`src/rtl/uart_tx_cfg.sv`:
```
// uart_tx_cfg: parametrised UART transmitter.
// Accepts one character per n_cs/n_rd handshake and sends it on tx as
// start bit, DATA_BITS data bits (LSB or MSB first), optional odd/even
// parity bit and STOP_BITS stop bits. Each bit lasts CDIV clocks.
// Ports:
//   clk    - clock, rising edge
//   n_rst  - asynchronous active-low reset
//   n_cs   - active-low request, data valid
//   data   - character, sampled only at accept
//   n_rd   - active-low ready (registered)
//   tx     - serial line, idles high (registered)
//   busy   - frame in progress (registered)
module uart_tx_cfg #(
    parameter int CDIV      = 434,
    parameter int DATA_BITS = 8,
    parameter int PARITY    = 0,
    parameter int STOP_BITS = 1,
    parameter int MSB_FIRST = 0
) (
    input  logic                 clk,
    input  logic                 n_rst,
    input  logic                 n_cs,
    input  logic [DATA_BITS-1:0] data,
    output logic                 n_rd,
    output logic                 tx,
    output logic                 busy
);

    localparam int CW = (CDIV > 2) ? $clog2(CDIV) : 1;

    if (CDIV < 2) begin : g_chk_cdiv
        $error("uart_tx_cfg: CDIV must be >= 2");
    end
    if (DATA_BITS < 5 || DATA_BITS > 9) begin : g_chk_data_bits
        $error("uart_tx_cfg: DATA_BITS must be 5..9");
    end
    if (PARITY < 0 || PARITY > 2) begin : g_chk_parity
        $error("uart_tx_cfg: PARITY must be 0, 1 or 2");
    end
    if (STOP_BITS < 1 || STOP_BITS > 2) begin : g_chk_stop_bits
        $error("uart_tx_cfg: STOP_BITS must be 1 or 2");
    end

    typedef enum logic [2:0] {
        S_IDLE,
        S_START,
        S_DATA,
        S_PARITY,
        S_STOP
    } state_t;

    state_t               state_q, state_d;
    logic [CW-1:0]        cnt_q, cnt_d;
    logic [3:0]           idx_q, idx_d;
    logic [DATA_BITS-1:0] shreg_q, shreg_d;
    logic                 par_q, par_d;
    logic                 tx_q, tx_d;
    logic                 n_rd_q, n_rd_d;
    logic                 busy_q, busy_d;

    logic                 bit_end;
    logic                 next_bit;
    logic [DATA_BITS-1:0] shifted;

    assign bit_end  = (cnt_q == CW'(CDIV - 1));
    assign next_bit = (MSB_FIRST != 0) ? shreg_q[DATA_BITS-1] : shreg_q[0];
    assign shifted  = (MSB_FIRST != 0) ? {shreg_q[DATA_BITS-2:0], 1'b0}
                                       : {1'b0, shreg_q[DATA_BITS-1:1]};

    always_comb begin
        state_d = state_q;
        cnt_d   = cnt_q;
        idx_d   = idx_q;
        shreg_d = shreg_q;
        par_d   = par_q;
        tx_d    = tx_q;
        n_rd_d  = n_rd_q;
        busy_d  = busy_q;

        if (state_q != S_IDLE) begin
            cnt_d = bit_end ? '0 : cnt_q + 1'b1;
        end

        case (state_q)
            S_IDLE: begin
                if (!n_cs) begin
                    state_d = S_START;
                    shreg_d = data;
                    idx_d   = '0;
                    par_d   = 1'b0;
                    tx_d    = 1'b0;
                    n_rd_d  = 1'b1;
                    busy_d  = 1'b1;
                end
            end
            S_START: begin
                if (bit_end) begin
                    state_d = S_DATA;
                    idx_d   = '0;
                    tx_d    = next_bit;
                    par_d   = next_bit;
                    shreg_d = shifted;
                end
            end
            S_DATA: begin
                if (bit_end) begin
                    if (idx_q == 4'(DATA_BITS - 1)) begin
                        idx_d = '0;
                        if (PARITY != 0) begin
                            state_d = S_PARITY;
                            tx_d    = (PARITY == 2) ? par_q : ~par_q;
                        end else begin
                            state_d = S_STOP;
                            tx_d    = 1'b1;
                        end
                    end else begin
                        idx_d   = idx_q + 4'd1;
                        tx_d    = next_bit;
                        par_d   = par_q ^ next_bit;
                        shreg_d = shifted;
                    end
                end
            end
            S_PARITY: begin
                if (bit_end) begin
                    state_d = S_STOP;
                    idx_d   = '0;
                    tx_d    = 1'b1;
                end
            end
            S_STOP: begin
                if (bit_end) begin
                    if (idx_q == 4'(STOP_BITS - 1)) begin
                        idx_d = '0;
                        // The frame-end edge doubles as the first IDLE edge so a
                        // pending request starts with no extra idle cycle.
                        if (!n_cs) begin
                            state_d = S_START;
                            shreg_d = data;
                            par_d   = 1'b0;
                            tx_d    = 1'b0;
                        end else begin
                            state_d = S_IDLE;
                            n_rd_d  = 1'b0;
                            busy_d  = 1'b0;
                        end
                    end else begin
                        idx_d = idx_q + 4'd1;
                    end
                end
            end
            default: begin
                state_d = S_IDLE;
            end
        endcase
    end

    always_ff @(posedge clk or negedge n_rst) begin
        if (!n_rst) begin
            state_q <= S_IDLE;
            cnt_q   <= '0;
            idx_q   <= '0;
            shreg_q <= '0;
            par_q   <= 1'b0;
            tx_q    <= 1'b1;
            n_rd_q  <= 1'b0;
            busy_q  <= 1'b0;
        end else begin
            state_q <= state_d;
            cnt_q   <= cnt_d;
            idx_q   <= idx_d;
            shreg_q <= shreg_d;
            par_q   <= par_d;
            tx_q    <= tx_d;
            n_rd_q  <= n_rd_d;
            busy_q  <= busy_d;
        end
    end

    assign tx   = tx_q;
    assign n_rd = n_rd_q;
    assign busy = busy_q;

endmodule

```
`config.mk`:
```
export PLATFORM = sky130hd
export DESIGN_NAME = uart_tx_cfg
export DESIGN_NICKNAME = d
export VERILOG_FILES = /design/src/rtl/uart_tx_cfg.sv
export SDC_FILE = /design/constraint.sdc
export NUM_CORES = 1
export LEC_CHECK = 0
export CAP_MARGIN = 10
export CORE_MARGIN = 1.5
export CORE_UTILIZATION = 55
export CTS_CLUSTER_DIAMETER = 120
export DETAILED_ROUTE_END_ITERATION = 8
export PLACE_DENSITY = 0.73
export SLEW_MARGIN = 20
export SYNTH_ARGS = -nofsm -noshare
export SYNTH_HDL_FRONTEND = slang
export SYNTH_SLANG_ARGS = --single-unit
```
`constraint.sdc`:
```
create_clock -name clk -period 2.2 [get_ports clk]
set_clock_uncertainty 0.1 [all_clocks]
set_input_delay 0.44 -clock clk [delete_from_list [all_inputs] [get_ports clk]]
set_output_delay 0.44 -clock clk [all_outputs]
set_load 0.05 [all_outputs]
```
==> results.json <==
{
  "finalSetupViolations": 0,
  "nets": 189,
  "fmax_mhz": 474.9,
  "worstPathMaxFanout": 6,
  "wl_um": 3015,
  "hold_class": "in -> async",
  "synth_common_cells": "dfrtp_1 (25), mux2_2 (15), nor2_1 (13), nand2_1 (12), o21ai_0 (6)",
  "peakVddDrop_uv": 413.1,
  "drive_above_1_share_pct": 23.70,
  "crit_path_start_kind": "register",
  "setup_tns_ps": 0,
  "p_leak_nw": 0.7851,
  "max_slew.worst_pin.slew_ps": 485.5,
  "cts.sinks": 26,
  "end_kind": "register",
  "root_buffer": "clkbuf_4",
  "cts_hold_buf": 0,
  "htreeDepth": 1,
  "synthesis.nets": 165,
  "yosysMostFrequentCell": "dfrtp_1",
  "synth_edf_count": 0,
  "drtPass1Iterations": 4,
  "dp.final_hpwl_um": 2181,
  "instances_no_fill": 203,
  "min_period_ps": 2106,
  "cellPowerDensity_nw_per_um2": 479.6,
  "path_cells": "or4b_1 -> o41a_1 -> a32oi_1 -> o21ai_1",
  "start_util_pct": 60.08,
  "cp_data_arrival_time_ps": 2220,
  "grt.overflow.total": 0,
  "hold_ws_ps": 367.4,
  "cp.required_ps": 2320,
  "drv_slew": 0,
  "antenna_cells": 0,
  "die_area_um2": 3105,
  "timing.slew.headroom_pct": 67.53,
  "cts_buffers": 3,
  "stdcell_area_um2": 1822,
  "yosysWarnings": 0,
  "syn_area_um2": 1529,
  "ys_seq_area_share_pct": 42.64,
  "placed_cell_area_um2": 1757,
  "die_w_um": 55.73,
  "synth_area_leaders": "dfrtp_1 (41%), mux2_2 (11%), ha_1 (3.3%), nor2_1 (3.2%), nand2_1 (2.9%)",
  "drc": 0,
  "hold_viol": 0,
  "synth_cell_type_count": 45,
  "numPortBuffers": 13,
  "grt_pass1_vias": 1218,
  "synth_top_area_share_pct": 40.92,
  "syn2layout_area_growth_pct": 19.15,
  "clk_latency_ps": 320,
  "slowest_stage": "or4b_1",
  "antenna_found_initial": 0,
  "cts_buffer_depth": 2,
  "drt_iter0_markers": 30,
  "grt_pass1_wl_um": 5326,
  "core-area_um2": 2545,
  "cts.clk_slew.worst_paths_ps": 140,
  "synth-main-ff-cell": "dfrtp_1",
  "post_cts_buffers": 0,
  "period_share_pct": 95.72,
  "ys_async_sr_fraction_pct": 100.0,
  "ant_nets": 0,
  "synth-seq-cells": 26,
  "criticalPathCategory": "reg -> reg",
  "numPlacedInstances": 199,
  "wl_per_cell_um": 14.85,
  "grt_max_degree": 27,
  "status": "finished, final reports clean",
  "avgSynthCellArea_um2": 10.19,
  "vias_per_cell": 5.941,
  "std_cell_rows": 18,
  "cts_tree": "yes",
  "slowest_delay_ps": 600,
  "num_io_pins": 14,
  "p_total_w": 0.0008738,
  "netlist.top_cell.by_area": "dfrtp_1",
  "die_h_um": 55.73,
  "maxCapViolCount": 0,
  "grt_usage_pct": 20.81,
  "postSynthCellCount": 150,
  "place_congestion": 0.8679,
  "num_vias": 1206
}
==> registers in the layout (all words and copies together), names as in the netlist <==
signal	flops
cnt_q	9
shreg_q	8
idx_q	4
tx	1
busy	1
state_q	3
==> through the flow <==
| stage | setup WS (ps) | utilization (%) |
|---|---|---|
| floorplan | 203.7 | - |
| global placement | -177.4 | 69.03 |
| detailed placement | -213.8 | 69.03 |
| CTS | 100.7 | 71.09 |
| global route | -4.316 | 71.58 |
| finish | 94.27 | 71.58 |
==> final timing paths <==
kind | from | depth (start not counted) | to | slack [ps]
setup / recovery | cnt_q[6] | 4 | idx_q[2] | 90
hold / removal | n_rst | 2 | cnt_q[2] | 370
setup reg to reg | cnt_q[6] | 4 | idx_q[2] | 90
hold reg to reg | shreg_q[3] | 1 | shreg_q[3] | 420
max in group asynchronous | n_rst | 2 | tx | 1330
min in group clk | shreg_q[3] | 1 | shreg_q[3] | 420
==> per-layer routing <==
metal	vias up	routed length, µm	GRT usage, %
met1	581	1347	28.49
met5	-	0	0
li1	597	-	-
met3	2	100	2.093
met2	26	1551	35.37
met4	0	15	5.226
==> critical path: cells and delay by family (launching register included) <==
family,cells,cell delay [ps]
AOI/OAI and AO/OA,3,820
and+or+nand+nor,1,600
DFF,1,480
==> cells in the final DEF (no fill, tap or decap), drive strengths merged, types with 2 or more instances in the layout <==
cell,instances
or3b,2
clkbuf,3
a21oi,3
clkdlybuf4s50,12
o21ai,10
nor2,13
o31ai,2
xor2,3
mux2,15
xnor2,3
dfrtp,25
nand4,3
or4,2
ha,4
a22o,3
nand3b,2
or3,2
nand3,5
nor3,5
and3,3
and2,2
nand2,12
a32oi,2
inv,3
nor2b,3
buf,13
==> power breakdown <==
part           internal, W  switching, W  total (W)
sequential        0.000486    0.00000492   0.000491
clock             0.000184      0.000143   0.000328
combinational    0.0000312     0.0000237  0.0000548
total             0.000702      0.000172   0.000874
==> cell families (layout without fill, tap and decap cells) <==
group	after synthesis	in the layout	share of synthesized area, %
buffers and inverters	9	32	2.536
AOI/OAI and AO/OA	29	29	14.24
muxes	15	15	11.05
adders and majority gates	4	4	3.273
xor gates and xnor gates	6	6	3.438
DFF	26	26	42.64
and+or+nand+nor	61	61	22.83
==> repair_timing <==
| item | CTS | global route |
|---|---|---|
| setup endpoints to repair | 0 | 8 |
| gates resized for setup | 0 | 2 |
| hold endpoints to repair | 0 | 0 |
==> final cells by class <==
cell class / count / area (µm²)
Clock inverter: 1 / 30.03
Sequential cell: 26 / 651.9
Timing Repair Buffer: 25 / 217.7
Tap cell: 30 / 37.54
Inverter: 3 / 11.26
Clock buffer: 3 / 22.52
Multi-Input combinational cell: 115 / 850.8
Fill cell: 208 / 723.2
No activity file was read; power rests on OpenSTA's default activity.
